===== src/rtl/chess_board_state_pkg.sv =====
// chess_board_state_pkg: piece, colour and status codes, FSM states and the start-position table.
package chess_board_state_pkg;
  localparam logic [2:0] P_EMPTY  = 3'd0;
  localparam logic [2:0] P_PAWN   = 3'd1;
  localparam logic [2:0] P_BISHOP = 3'd2;
  localparam logic [2:0] P_KNIGHT = 3'd3;
  localparam logic [2:0] P_ROOK   = 3'd4;
  localparam logic [2:0] P_QUEEN  = 3'd5;
  localparam logic [2:0] P_KING   = 3'd6;
  localparam logic WHITE = 1'b0;
  localparam logic BLACK = 1'b1;
  localparam logic [1:0] ST_OK       = 2'd0;
  localparam logic [1:0] ST_ERR_TURN = 2'd1;
  localparam logic [1:0] ST_ERR_SRC  = 2'd2;
  localparam logic [1:0] ST_ERR_DST  = 2'd3;
  typedef enum logic [2:0] {S_INIT, S_IDLE, S_RD, S_CHK, S_WR_DST, S_WR_SRC, S_RESP} state_e;
  function automatic logic [3:0] start_piece(input logic [5:0] idx);
    logic [2:0] x;
    logic [2:0] back;
    x = idx[2:0];
    back = (x == 3'd0 || x == 3'd7) ? P_ROOK :
           (x == 3'd1 || x == 3'd6) ? P_KNIGHT :
           (x == 3'd2 || x == 3'd5) ? P_BISHOP :
           (x == 3'd3) ? P_KING : P_QUEEN;
    return idx[5:3] == 3'd0 ? {BLACK, back} :
           idx[5:3] == 3'd1 ? {BLACK, P_PAWN} :
           idx[5:3] == 3'd6 ? {WHITE, P_PAWN} :
           idx[5:3] == 3'd7 ? {WHITE, back} : 4'h0;
  endfunction
endpackage


===== src/rtl/chess_board_state_if.sv =====
// chess_board_state_if: move request/response channel between move generator and board store.
interface chess_board_state_if;
  logic       valid;
  logic       ready;
  logic [2:0] src_x;
  logic [2:0] src_y;
  logic [2:0] dst_x;
  logic [2:0] dst_y;
  logic       colour;
  logic       done;
  logic [1:0] status;
  logic [3:0] captured;
  modport master (output valid, src_x, src_y, dst_x, dst_y, colour, input ready, done, status, captured);
  modport slave  (input valid, src_x, src_y, dst_x, dst_y, colour, output ready, done, status, captured);
endinterface


===== src/rtl/chess_board_state_ram.sv =====
// chess_board_state_ram: 64x4 board store, one sync write, one async FSM read, one registered renderer read.
module chess_board_state_ram (
  input  logic       clk,
  input  logic       rst_n,
  input  logic       i_we,
  input  logic [5:0] i_waddr,
  input  logic [3:0] i_wdata,
  input  logic [5:0] i_raddr,
  output logic [3:0] o_rdata,
  input  logic [5:0] i_rd_sq,
  output logic [3:0] o_rd_piece
);
  logic [3:0] r_mem [64];
  logic [3:0] r_rd;
  always_ff @(posedge clk) begin
    if (i_we) r_mem[i_waddr] <= i_wdata;
  end
  always_ff @(posedge clk or negedge rst_n) begin
    if (!rst_n) r_rd <= '0;
    else        r_rd <= r_mem[i_rd_sq];
  end
  assign o_rdata    = r_mem[i_raddr];
  assign o_rd_piece = r_rd;
endmodule


===== src/rtl/chess_board_state.sv =====
// chess_board_state: board store with start-position init and a turn/occupancy-checked move FSM.
module chess_board_state
  import chess_board_state_pkg::*;
#(
  parameter logic FIRST_TURN = 1'b0,
  parameter bit   PROMOTE_EN = 1'b1
) (
  input  logic                 clk,
  input  logic                 rst_n,
  input  logic                 i_new_game,
  input  logic [5:0]           i_rd_sq,
  output logic [3:0]           o_rd_piece,
  output logic                 o_turn,
  output logic                 o_init_busy,
  chess_board_state_if.slave   mv
);
  state_e     r_state, w_next;
  logic [5:0] r_idx, r_src, r_dst;
  logic       r_col, r_turn, r_done;
  logic [3:0] r_src_pc, r_dst_pc, r_cap_out;
  logic [1:0] r_status, r_st_out;
  logic       w_accept, w_resp, w_promote, w_we;
  logic [5:0] w_raddr, w_waddr;
  logic [3:0] w_rdata, w_wdata, w_rd;
  logic [1:0] w_status;
  assign w_accept  = mv.valid && mv.ready && !i_new_game;
  assign w_resp    = r_state == S_RESP && !i_new_game;
  assign w_raddr   = r_state == S_RD ? r_src : r_dst;
  // src entry was captured in RD; dst is read live during CHK
  assign w_status  = r_col != r_turn ? ST_ERR_TURN :
                     (r_src_pc[2:0] == P_EMPTY || r_src_pc[3] != r_col) ? ST_ERR_SRC :
                     (r_src == r_dst || (w_rdata[2:0] != P_EMPTY && w_rdata[3] == r_col)) ? ST_ERR_DST : ST_OK;
  assign w_promote = PROMOTE_EN && r_src_pc[2:0] == P_PAWN && r_dst[5:3] == (r_col ? 3'd7 : 3'd0);
  always_comb begin
    w_next  = r_state;
    w_we    = 1'b0;
    w_waddr = r_idx;
    w_wdata = start_piece(r_idx);
    case (r_state)
      S_INIT:   begin w_we = 1'b1; w_next = r_idx == 6'd63 ? S_IDLE : S_INIT; end
      S_IDLE:   w_next = w_accept ? S_RD : S_IDLE;
      S_RD:     w_next = S_CHK;
      S_CHK:    w_next = w_status == ST_OK ? S_WR_DST : S_RESP;
      S_WR_DST: begin w_we = 1'b1; w_waddr = r_dst; w_wdata = w_promote ? {r_col, P_QUEEN} : r_src_pc; w_next = S_WR_SRC; end
      S_WR_SRC: begin w_we = 1'b1; w_waddr = r_src; w_wdata = 4'h0; w_next = S_RESP; end
      S_RESP:   w_next = S_IDLE;
      default:  w_next = S_INIT;
    endcase
    if (i_new_game) begin
      w_next = S_INIT;
      w_we   = 1'b0;
    end
  end
  always_ff @(posedge clk or negedge rst_n) begin
    if (!rst_n) r_state <= S_INIT;
    else        r_state <= w_next;
  end
  always_ff @(posedge clk or negedge rst_n) begin
    if (!rst_n) begin
      r_idx <= '0; r_src <= '0; r_dst <= '0; r_col <= 1'b0;
      r_src_pc <= '0; r_dst_pc <= '0; r_status <= '0;
      r_turn <= FIRST_TURN; r_done <= 1'b0; r_st_out <= '0; r_cap_out <= '0;
    end else begin
      r_idx     <= (i_new_game || r_state != S_INIT) ? 6'd0 : r_idx + 6'd1;
      r_done    <= w_resp;
      r_st_out  <= w_resp ? r_status : 2'd0;
      r_cap_out <= (w_resp && r_status == ST_OK) ? r_dst_pc : 4'h0;
      r_turn    <= i_new_game ? FIRST_TURN : (w_resp && r_status == ST_OK) ? ~r_turn : r_turn;
      if (w_accept) begin
        r_src <= {mv.src_y, mv.src_x};
        r_dst <= {mv.dst_y, mv.dst_x};
        r_col <= mv.colour;
      end
      if (r_state == S_RD) r_src_pc <= w_rdata;
      if (r_state == S_CHK) begin
        r_dst_pc <= w_rdata;
        r_status <= w_status;
      end
    end
  end
  chess_board_state_ram u_ram (
    .clk        (clk),
    .rst_n      (rst_n),
    .i_we       (w_we),
    .i_waddr    (w_waddr),
    .i_wdata    (w_wdata),
    .i_raddr    (w_raddr),
    .o_rdata    (w_rdata),
    .i_rd_sq    (i_rd_sq),
    .o_rd_piece (w_rd)
  );
  assign o_init_busy  = r_state == S_INIT;
  assign o_rd_piece   = o_init_busy ? 4'h0 : w_rd;
  assign o_turn       = r_turn;
  assign mv.ready     = r_state == S_IDLE;
  assign mv.done      = r_done;
  assign mv.status    = r_st_out;
  assign mv.captured  = r_cap_out;
endmodule


===== src/flat_wrapper.sv =====
// flat-port wrapper written by rule: the top's interface ports become plain ports
module chess_board_state_flat import chess_board_state_pkg::*;
#(
  parameter logic FIRST_TURN = 1'b0,
  parameter bit   PROMOTE_EN = 1'b1
)
  (clk, rst_n, i_new_game, i_rd_sq, o_rd_piece, o_turn, o_init_busy, mv_valid, mv_src_x, mv_src_y, mv_dst_x, mv_dst_y, mv_colour, mv_ready, mv_done, mv_status, mv_captured);
  chess_board_state_if mv_i ();
  input  logic clk;
  input  logic rst_n;
  input  logic i_new_game;
  input  logic [5:0] i_rd_sq;
  output logic [3:0] o_rd_piece;
  output logic o_turn;
  output logic o_init_busy;
  input wire logic [$bits(mv_i.valid)-1:0] mv_valid;
  input wire logic [$bits(mv_i.src_x)-1:0] mv_src_x;
  input wire logic [$bits(mv_i.src_y)-1:0] mv_src_y;
  input wire logic [$bits(mv_i.dst_x)-1:0] mv_dst_x;
  input wire logic [$bits(mv_i.dst_y)-1:0] mv_dst_y;
  input wire logic [$bits(mv_i.colour)-1:0] mv_colour;
  output wire logic [$bits(mv_i.ready)-1:0] mv_ready;
  output wire logic [$bits(mv_i.done)-1:0] mv_done;
  output wire logic [$bits(mv_i.status)-1:0] mv_status;
  output wire logic [$bits(mv_i.captured)-1:0] mv_captured;
  assign mv_i.valid = mv_valid;
  assign mv_i.src_x = mv_src_x;
  assign mv_i.src_y = mv_src_y;
  assign mv_i.dst_x = mv_dst_x;
  assign mv_i.dst_y = mv_dst_y;
  assign mv_i.colour = mv_colour;
  assign mv_ready = mv_i.ready;
  assign mv_done = mv_i.done;
  assign mv_status = mv_i.status;
  assign mv_captured = mv_i.captured;
  chess_board_state #(.FIRST_TURN(FIRST_TURN), .PROMOTE_EN(PROMOTE_EN)) u_core (.clk(clk), .rst_n(rst_n), .i_new_game(i_new_game), .i_rd_sq(i_rd_sq), .o_rd_piece(o_rd_piece), .o_turn(o_turn), .o_init_busy(o_init_busy), .mv(mv_i));
endmodule

===== config.mk =====
export PLATFORM = sky130hd
export DESIGN_NAME = chess_board_state_flat
export DESIGN_NICKNAME = d
export VERILOG_FILES = /design/src/rtl/chess_board_state_pkg.sv /design/src/rtl/chess_board_state_if.sv /design/src/rtl/chess_board_state_ram.sv /design/src/rtl/chess_board_state.sv /design/src/flat_wrapper.sv
export SDC_FILE = /design/constraint.sdc
export NUM_CORES = 1
export LEC_CHECK = 0
export CAP_MARGIN = 20
export CORE_MARGIN = 2
export CORE_UTILIZATION = 40
export DETAILED_ROUTE_END_ITERATION = 8
export PLACE_DENSITY = 0.61
export SYNTH_ARGS = -nofsm -noshare
export SYNTH_HDL_FRONTEND = slang
export SYNTH_HIERARCHICAL = 1
export SYNTH_SLANG_ARGS = --single-unit

===== constraint.sdc =====
create_clock -name clk -period 5.3 [get_ports clk]
set_input_delay 1.06 -clock clk [delete_from_list [all_inputs] [get_ports clk]]
set_output_delay 1.06 -clock clk [all_outputs]
set_load 0.02 [all_outputs]

==> flow_metrics.env, run 1 <==
export IMPL_setup_tns_final_ns=0
export IMPL_via_per_inst=6.055
export IMPL_critPathRequiredTime_ns=5.72
export IMPL_crit_path_max_fanout=48
export IMPL_ys_warn_count=6
export IMPL_layout_drive_gt1_share=0.2428
export IMPL_fill_cells=3108
export IMPL_gr_usage_met1=0.2839
export IMPL_die_area_sq_mm=0.03831
export IMPL_clk_latency_ns=0.56
export IMPL_cts_setup_buffers=0
export IMPL_slew_headroom=0.2984
export IMPL_ys_ff_latch=300
export IMPL_period_share=0.8059
export IMPL_place_gp_congestion=0.8398
export IMPL_grt_ovfl_total=0
export IMPL_hold_path_class="in -> async"
export IMPL_seqPwrFrac=0.479
export IMPL_ir_drop_uv=271.3
export IMPL_gr_usage_met2=0.3146
export IMPL_placed_cells=1347
export IMPL_cts_hold_fix_buffers=0
export IMPL_cts_buffer_depth=3
export IMPL_synth_cell_types=63
export IMPL_grt_max_degree=49
export IMPL_synth_top_area_cell="edfxtp_1"
export IMPL_wl_per_cell_um=26.53
export IMPL_sw_frac_of_total=0.2433
export IMPL_nets=943
export IMPL_grt_pass1_vias=8690
export IMPL_synth_top_cell_area_share=0.5228
export IMPL_synth_ff_type="edfxtp_1"
export IMPL_grt_pass1_wl_um=56890
export IMPL_track_usage=0.1989
export IMPL_ios=37
export IMPL_antenna_found_initial=0
export IMPL_core_sq_mm=0.03643
export IMPL_status="completed"
export IMPL_async_reset_ff_frac=0.1467
export IMPL_drcViolationCount=0
export IMPL_postRouteAntennaNets=0
export IMPL_cts_htree_levels=1
export IMPL_cellLeakagePower_uw=0.005329
export IMPL_initialDrtViolationCount=967
export IMPL_cts_buffers=31
export IMPL_cts_sinks=300
export IMPL_busiest_layer="met2"
export IMPL_die_y_um=195.7
export IMPL_r2r_start="u_core/r_state[2]"
export IMPL_rsz0062_at_grt="no"
export IMPL_synth_area_sq_mm=0.01470
export IMPL_num_vias=8519
export IMPL_clk_pin_slew_ns=0.06
export IMPL_p_switching_uw=1373
export IMPL_fin_cells=1407
export IMPL_finalMaxSlewViolations=0
export IMPL_path_class="reg -> reg"
export IMPL_firstDrtPassIters=5
export IMPL_place_hpwl_um=25450
export IMPL_fmax_mhz=234.1
export IMPL_use_met3=0.03644
export IMPL_avgSynthCellArea_sq_um=16.65
export IMPL_powerDensity_mw_per_mm2=340.5
export IMPL_start_kind="register"
export IMPL_drv_cap=0
export IMPL_crit_arrival_ns=4.69
export IMPL_clockPowerShare=0.394
export IMPL_synth_edf_count=256
export IMPL_power_frac_comb=0.126
export IMPL_row_count=70
export IMPL_cts_resized_gates=0
export IMPL_setup_worst_path_start="u_core/r_state[2]"
export IMPL_critPathCaptureType="register"
export IMPL_worst_pin_slew_ns=1.052
export IMPL_yosysSeqAreaShare=0.5977
export IMPL_syn_num_nets=911
export IMPL_insertedDiodeCount=0
export IMPL_power_internal_uw=4270
export IMPL_yosysMostFrequentCell="edfxtp_1"
export IMPL_cts_root_buffer_cell="clkbuf_16"
export IMPL_finalHoldViolCount=0
export IMPL_synth_area_leaders="edfxtp_1 (52%), mux4_2 (16%), dfrtp_1 (7.5%)"
export IMPL_chipWidth_um=195.7
export IMPL_setup_violations_final=0
export IMPL_cts_tree="built"
export IMPL_wl_um=37320
export IMPL_initial_core_util=0.4036
export IMPL_synthCells=883
export IMPL_finClkSkew_ns=0.009090
export IMPL_io_buffer_count=36
export IMPL_synthToLayoutAreaGrowth_pct=12.68
export IMPL_synthTopCellsByCount="edfxtp_1 (256), mux4_2 (105), nor2_1 (93), dfrtp_1 (44), nand2_1 (32)"
export IMPL_layout_min_cycle_time_ns=4.271
[placed cells by master, fill, tap and decap left out, drive strengths merged, types with 23 or more instances in the layout]
cell | synthesis | layout
o21ai | 23 | 23
clkdlybuf4s50 | 0 | 32
nand2 | 32 | 32
mux4 | 129 | 129
mux2 | 37 | 37
clkbuf | 22 | 35
dfrtp | 44 | 44
edfxtp | 256 | 256
nor2 | 93 | 93
buf | 34 | 23
[metrics by stage]
| stage | total power, uW | area (sq um) | utilization | worst slack, ns | hold slack [ns] |
|---|---|---|---|---|---|
| after floorplan | 3235 | 14700 | - | 1.081 | 0.4474 |
| after global placement | 3458 | 15440 | 0.4238 | 1.029 | 0.5050 |
| after detailed placement | 3468 | 15490 | 0.4251 | 1.017 | 0.5088 |
| after CTS | 5688 | 16530 | 0.4538 | 0.9885 | 0.5263 |
| after global routing | 5842 | 16570 | 0.4547 | 0.6275 | 0.2817 |
| final | 5642 | 16570 | 0.4547 | 1.029 | 0.2917 |
[registers in the layout, summed over array words and instances (netlist names)]
| name | cells |
|---|---|
| u_core/u_ram/r_mem | 256 |
| u_core/r_dst | 6 |
| u_core/r_idx | 6 |
| u_core/r_src | 6 |
| u_core/mv.captured | 4 |
| u_core/r_dst_pc | 4 |
| u_core/r_src_pc | 4 |
| u_core/u_ram/o_rd_piece | 4 |
| u_core/r_state | 3 |
| u_core/mv.status | 2 |
| u_core/r_status | 2 |
| u_core/mv.done | 1 |
| u_core/o_turn | 1 |
| u_core/r_col | 1 |
[worst paths after layout]
path | to | slack (ns) | cells after the start
hold reg to reg | u_core/r_status[0] | 0.52 | 2
hold / removal | u_core/r_idx[0] | 0.29 | 1
setup reg to reg | u_core/r_status[0] | 1.03 | 13
min in group clk | u_core/r_status[0] | 0.52 | 2
max in group asynchronous | u_core/u_ram/o_rd_piece[0] | 4.59 | 2
setup / recovery | u_core/r_status[0] | 1.03 | 13
[area by class of cell]
type	instances	area (sq um)	share of cell area
Sequential cell	300	8788	0.5304
Multi-Input combinational cell	517	5574	0.3364
Clock buffer	33	783.3	0.04727
Tap cell	468	585.6	0.03534
Timing Repair Buffer	57	545.5	0.03293
Clock inverter	24	261.5	0.01578
Inverter	8	30.03	0.001812
[worst max-delay path: stages, from the launching register on]
cell and delay, ns:
dfrtp_1 0.47, inv_1 0.15, and3_1 0.20, buf_4 0.18
mux2_4 0.84, mux4_2 0.60, a22oi_1 0.33, nand2_1 0.13
o31ai_1 0.29, o21ai_1 0.18, nor3_1 0.22, nor2_1 0.10
a221oi_1 0.29, o21ai_0 0.10
[kinds of logic after synthesis]
kind of cell             Yosys count  synth area share
flip-flops                       300            0.5977
AND/OR/NAND/NOR                  222           0.07454
multiplexers                     185            0.2474
AO/OA/AOI/OAI                     93           0.04204
buffers and inverters             66           0.02689
XOR/XNOR                          12          0.007148
adder cells (fa/ha/maj)            5          0.004255
[power groups by stage]
stage | Clock [uW] | Combinational [uW] | Sequential [uW]
finish | 2220 | 714 | 2710
global route | 2360 | 769 | 2710
CTS | 2270 | 717 | 2700
detailed placement | 0 | 714 | 2750
global placement | 0 | 702 | 2760
floorplan | 0 | 488 | 2750
[metal layers]
metal	up-vias	routed length, um
met5	-	0
met4	0	1034
met3	70	2575
met2	342	17550
met1	4442	16160
li1	3665	-
(Power assumes the default switching activity.)
==> inputs of run 2 (changes only) <==
==> constraint.sdc (replaced) <==
create_clock -name clk -period 4.3 [get_ports clk]
set_input_delay 0.86 -clock clk [delete_from_list [all_inputs] [get_ports clk]]
set_output_delay 0.86 -clock clk [all_outputs]
set_load 0.02 [all_outputs]
==> run 2 against run 1 <==
Against the previous run: worst hold slack lost 0.20 ns; highest routed layer unchanged; clock skew rose by 0.011 ns; global-route usage up 0.12 points; largest power group unchanged; combinational power rose by 24%; clock-buffer cell count rose by 4.
==> flow_metrics.env, run 2 (synthesis gave the netlist of run 1 again) <==
export IMPL_core_sq_mm=0.03643
export IMPL_finalHoldViolCount=0
export IMPL_grt_max_degree=65
export IMPL_wl_um=37790
export IMPL_finalMaxSlewViolations=0
export IMPL_finClkSkew_ns=0.02057
export IMPL_period_share=0.9217
export IMPL_path_depth=13
export IMPL_layout_common_cells="edfxtp_1 (256), mux4_2 (105), nor2_1 (93)"
export IMPL_powerDensity_mw_per_mm2=421.3
export IMPL_grt_pass1_wl_um=57420
export IMPL_start_kind="register"
export IMPL_postRouteAntennaNets=0
export IMPL_wl_per_cell_um=26.67
export IMPL_worst_pin_slew_ns=1.091
export IMPL_r2r_start="u_core/r_state[2]"
export IMPL_via_per_inst=6.119
export IMPL_rsz0062_at_grt="no"
export IMPL_initial_core_util=0.4036
export IMPL_chipWidth_um=195.7
export IMPL_ff2ff_path_depth=13
export IMPL_nets=953
export IMPL_placed_cells=1358
export IMPL_cellLeakagePower_uw=0.005394
export IMPL_firstDrtPassIters=5
export IMPL_critPathCaptureType="register"
export IMPL_cts_root_buffer_cell="clkbuf_16"
export IMPL_setup_violations_final=0
export IMPL_die_y_um=195.7
export IMPL_cts_sinks=300
export IMPL_path_class="reg -> reg"
export IMPL_setup_tns_final_ns=0
export IMPL_synthToLayoutAreaGrowth_pct=13.44
export IMPL_largest_reg_flops=256
export IMPL_drv_cap=0
export IMPL_insertedDiodeCount=0
export IMPL_layout_drive_gt1_share=0.2508
export IMPL_place_area_sq_mm=0.01556
export IMPL_cp_buffers_inverters=2
export IMPL_setup_worst_path_start="u_core/r_state[2]"
export IMPL_cts_htree_levels=1
export IMPL_place_hpwl_um=25550
export IMPL_ir_drop_uv=239.0
export IMPL_place_gp_congestion=0.8381
export IMPL_ios=37
export IMPL_regMostFlops="u_core/u_ram/r_mem"
export IMPL_critPathCapture="u_core/r_status[0]"
export IMPL_rr_endpoint="u_core/r_status[0]"
export IMPL_slew_headroom=0.2681
export IMPL_max_stage_delay_ns=0.61
export IMPL_antenna_found_initial=0
export IMPL_crit_path_max_fanout=26
export IMPL_row_count=70
export IMPL_initialDrtViolationCount=864
export IMPL_crit_arrival_ns=4.39
export IMPL_cts_setup_buffers=0
export IMPL_cts_hold_fix_buffers=0
export IMPL_crit_chain="inv_1, and3_2, buf_4, mux2_2, and3b_1, a22oi_1, nand2_1, o31ai_1, o21ai_1, nor3_1, nor2_1, a221oi_1, o21ai_0"
export IMPL_status="completed"
export IMPL_cts_buffer_depth=3
export IMPL_fin_area_sq_mm=0.01668
export IMPL_cp_slowest_cell="mux2_2"
export IMPL_cts_buffers=31
export IMPL_num_vias=8671
export IMPL_critPathRequiredTime_ns=4.73
export IMPL_cts_resized_gates=0
export IMPL_clk_latency_ns=0.57
export IMPL_grt_pass1_vias=8838
export IMPL_cts_tree="built"
export IMPL_critPathTopFamily="compound AO/OA/AOI/OAI gates"
export IMPL_drcViolationCount=0
export IMPL_fill_cells=3109
export IMPL_layout_min_cycle_time_ns=3.963
export IMPL_fmax_mhz=252.3
export IMPL_io_buffer_count=36
export IMPL_clk_pin_slew_ns=0.06
export IMPL_die_area_sq_mm=0.03831
export IMPL_grt_ovfl_total=0
export IMPL_fin_cells=1417
export IMPL_mostFrequentLayoutCell="edfxtp_1"
export IMPL_track_usage=0.2002
export IMPL_r2r_setup_slack_ns=0.34
export IMPL_hold_path_class="in -> async"
[run 2: worst min path at each step]
| stage | from | to | slack (ns) | cells after the start |
|---|---|---|---|---|
| 2_1_floorplan | u_core/r_dst_pc[0] | u_core/mv.captured[0] | 0.45 | 1 |
| 3_3_place_gp | u_core/r_status[1] | u_core/r_status[1] | 0.52 | 2 |
| 3_5_place_dp | u_core/r_dst_pc[1] | u_core/mv.captured[1] | 0.52 | 1 |
| 4_1_cts | rst_n | u_core/r_idx[0] | 0.48 | 1 |
| 5_1_grt | rst_n | u_core/r_idx[0] | 0.08 | 1 |
| 6_report | rst_n | u_core/r_idx[0] | 0.09 | 1 |
[run 2: where the power goes]
part | internal [uW] | leakage (uW) | total (uW) | switching [uW]
clock network | 1680 | 0.000513 | 2810 | 1130
logic | 366 | 0.00206 | 883 | 516
registers | 3280 | 0.00283 | 3340 | 54.6
total | 5330 | 0.00539 | 7030 | 1700
[run 2: per-layer routing]
metal,GRT usage,up-vias,part of all wire
met5,0,-,0
met4,0.07351,0,0.034
met3,0.03008,78,0.079
met2,0.3233,391,0.48
met1,0.2780,4523,0.41
li1,-,3679,-
[run 2: metrics by stage]
step	total power, uW	util	setup WS (ns)	hold slack, ns
finish	7028	0.4578	0.3367	0.09426
global route	7257	0.4578	0.0007430	0.08005
CTS	7063	0.4561	0.1457	0.4836
detailed placement	4271	0.4272	0.2071	0.5185
global placement	4260	0.4272	0.2766	0.5161
floorplan	3987	-	0.08063	0.4474
[run 2: layout make-up]
cell class                      instances  area, sq um  share of cell area
Clock inverter                         20        255.2             0.01530
Inverter                                8        30.03            0.001800
Clock buffer                           37        798.3             0.04785
Tap cell                              468        585.6             0.03510
Sequential cell                       300         8788              0.5269
Timing Repair Buffer                   67        625.6             0.03750
Multi-Input combinational cell        517         5598              0.3356
==> inputs of run 3 (changes only) <==
--- a/config.mk
+++ b/config.mk
@@ -6,10 +6,12 @@
 export NUM_CORES = 1
 export LEC_CHECK = 0
 export CAP_MARGIN = 20
+export CELL_PAD_IN_SITES_DETAIL_PLACEMENT = 0
+export CELL_PAD_IN_SITES_GLOBAL_PLACEMENT = 2
 export CORE_MARGIN = 2
 export CORE_UTILIZATION = 40
 export DETAILED_ROUTE_END_ITERATION = 8
-export PLACE_DENSITY = 0.61
+export PLACE_DENSITY = 0.77
 export SYNTH_ARGS = -nofsm -noshare
 export SYNTH_HDL_FRONTEND = slang
 export SYNTH_HIERARCHICAL = 1
==> constraint.sdc (replaced) <==
create_clock -name clk -period 3.2 [get_ports clk]
set_input_delay 0.64 -clock clk [delete_from_list [all_inputs] [get_ports clk]]
set_output_delay 0.64 -clock clk [all_outputs]
set_load 0.02 [all_outputs]
==> run 3 against run 2 <==
Against the previous run: the flow now finishes with violations (negative setup slack); critical path type unchanged; largest power group unchanged; worst setup slack got worse by 0.44 ns; global-route usage grew 1.3 points; via count is 3.4% higher; sequential share of layout area is 2.9 points lower; utilization is 2.6 points higher.
==> flow_metrics.env, run 3 (synthesis gave the netlist of run 1 again) <==
export IMPL_status="finished with violations"
export IMPL_failed_checks="negative setup slack"
export IMPL_setup_violations_final=3
export IMPL_finalMaxSlewViolations=0
export IMPL_powerDensity_mw_per_mm2=545.9
export IMPL_grt_pass1_wl_um=59980
export IMPL_track_usage=0.2128
export IMPL_place_area_sq_mm=0.01617
export IMPL_num_vias=8970
export IMPL_firstDrtPassIters=5
export IMPL_p_total_uw=9630
export IMPL_path_class="reg -> reg"
export IMPL_rsz0062_at_grt="yes"
export IMPL_cts_tree="built"
export IMPL_cts_root_buffer_cell="clkbuf_16"
export IMPL_initialDrtViolationCount=824
export IMPL_crit_path_max_fanout=8
export IMPL_die_y_um=195.7
export IMPL_cts_htree_levels=1
export IMPL_cts_buffers=31
export IMPL_core_sq_mm=0.03643
export IMPL_worst_pin_slew_ns=0.8193
export IMPL_regMostFlops="u_core/u_ram/r_mem"
export IMPL_grt_ovfl_total=0
export IMPL_start_kind="register"
export IMPL_wl_per_cell_um=26.71
export IMPL_ios=37
export IMPL_grt_max_degree=65
export IMPL_layout_min_cycle_time_ns=3.306
export IMPL_initial_core_util=0.4036
export IMPL_fin_area_sq_mm=0.01764
export IMPL_drcViolationCount=0
export IMPL_row_count=70
export IMPL_synthToLayoutAreaGrowth_pct=19.95
export IMPL_via_per_inst=5.968
export IMPL_clk_pin_slew_ns=0.06
export IMPL_ir_drop_uv=399.7
export IMPL_nets=1039
export IMPL_fmax_mhz=302.5
export IMPL_fill_cells=3044
export IMPL_die_area_sq_mm=0.03831
export IMPL_finClkSkew_ns=0.01346
export IMPL_hold_path_class="reg -> reg"
export IMPL_io_buffer_count=36
export IMPL_grt_pass1_vias=9136
export IMPL_cellLeakagePower_uw=0.005888
export IMPL_wl_um=40150
export IMPL_slew_headroom=0.4538
export IMPL_min_path_cells=1
export IMPL_clk_latency_ns=0.58
export IMPL_critPathRequiredTime_ns=3.64
export IMPL_place_gp_congestion=0.8374
export IMPL_layout_common_cells="edfxtp_1 (256), mux4_2 (105), buf_4 (94)"
export IMPL_layout_drive_gt1_share=0.3404
export IMPL_finalHoldViolCount=0
export IMPL_ff2ff_path_depth=12
export IMPL_chipWidth_um=195.7
export IMPL_place_hpwl_um=27360
export IMPL_cts_sinks=300
export IMPL_crit_arrival_ns=3.75
export IMPL_r2r_setup_slack_ns=-0.11
export IMPL_mostFrequentLayoutCell="edfxtp_1"
export IMPL_critPathCaptureType="register"
export IMPL_drv_cap=0
export IMPL_period_share=1.033
export IMPL_antenna_found_initial=1
export IMPL_largest_reg_flops=256
export IMPL_cts_buffer_depth=3
export IMPL_postRouteAntennaNets=0
export IMPL_setup_ws_ns=-0.1059
==> run 3: cell count changes in the layout (fill, tap and decap cells not counted), moves of 7 or more <==
cell     change
buf_12      +11
buf_4       +66
mux2_4       +8
o21ai_1      -7
==> run 3: layout make-up <==
cell class	instances	area (sq um)	area share
antenna	1	2.502	0.0001419
clock buffer	37	818.3	0.04639
clock inverter	19	206.4	0.01170
inverter	8	30.03	0.001702
multi-input combinational	520	5794	0.3285
sequential	300	8790	0.4983
tap	468	585.6	0.03320
timing repair buffer	150	1411	0.08002
==> run 3: layer usage <==
| metal | global-route usage | part of all wire |
|---|---|---|
| met1 | 0.2949 | 0.42 |
| met5 | 0 | 0 |
| met2 | 0.3452 | 0.48 |
| met4 | 0.06538 | 0.027 |
| met3 | 0.03868 | 0.071 |
==> run 3: worst paths after layout <==
| path | from | end |
|---|---|---|
| worst max-delay path | u_core/r_state[2] | u_core/r_status[0] |
| worst min-delay path | u_core/r_dst_pc[1] | u_core/mv.captured[1] |
| worst max register to register | u_core/r_state[2] | u_core/r_status[0] |
| worst min register to register | u_core/r_dst_pc[1] | u_core/mv.captured[1] |
| max in group asynchronous | rst_n | u_core/r_state[2] |
| min in group asynchronous | rst_n | u_core/r_idx[4] |
==> run 3: report_power, final <==
group | internal [uW] | total, uW | switching (uW) | leakage (uW)
registers | 4410 | 4490 | 75.1 | 0.00282
clock network | 2140 | 3650 | 1510 | 0.000507
logic | 697 | 1500 | 799 | 0.00256
total | 7250 | 9630 | 2380 | 0.00589
==> run 3: timing repair <==
item                                    in CTS  in global routing
hold buffers                                 0                  1
cloned                                       4                  0
pin swaps                                   11                 17
buffers inserted                             9                  9
hold endpoints to repair                     0                 13
endpoints found under the setup margin       5                  7
resized for setup                           38                  8
==> run 3: worst max-delay path, cell delays in order (launching register included) <==
cell and delay (ns):
dfrtp_2 0.41, inv_2 0.06, and3_4 0.27, buf_12 0.13
mux2_4 0.40, mux4_2 0.48, mux4_2 0.52, o21ai_4 0.19
o21ai_2 0.09, nor3_2 0.18, nor2_2 0.09, a221oi_2 0.26
o21ai_1 0.09
==> run 3: metrics by stage <==
step,cells,setup TNS (ns),util,setup WS (ns),hold slack [ns]
3_3_place_gp,1425,-0.8815,0.4439,-0.3024,0.4680
2_1_floorplan,883,-0.002265,-,-0.002265,0.3444
4_1_cts,1492,-0.3843,0.4801,-0.09742,0.2474
5_1_grt,1502,-0.5741,0.4840,-0.2163,0.5165
3_5_place_dp,1425,-0.8792,0.4439,-0.3073,0.4797
6_report,1503,-0.2245,0.4841,-0.1059,0.4911
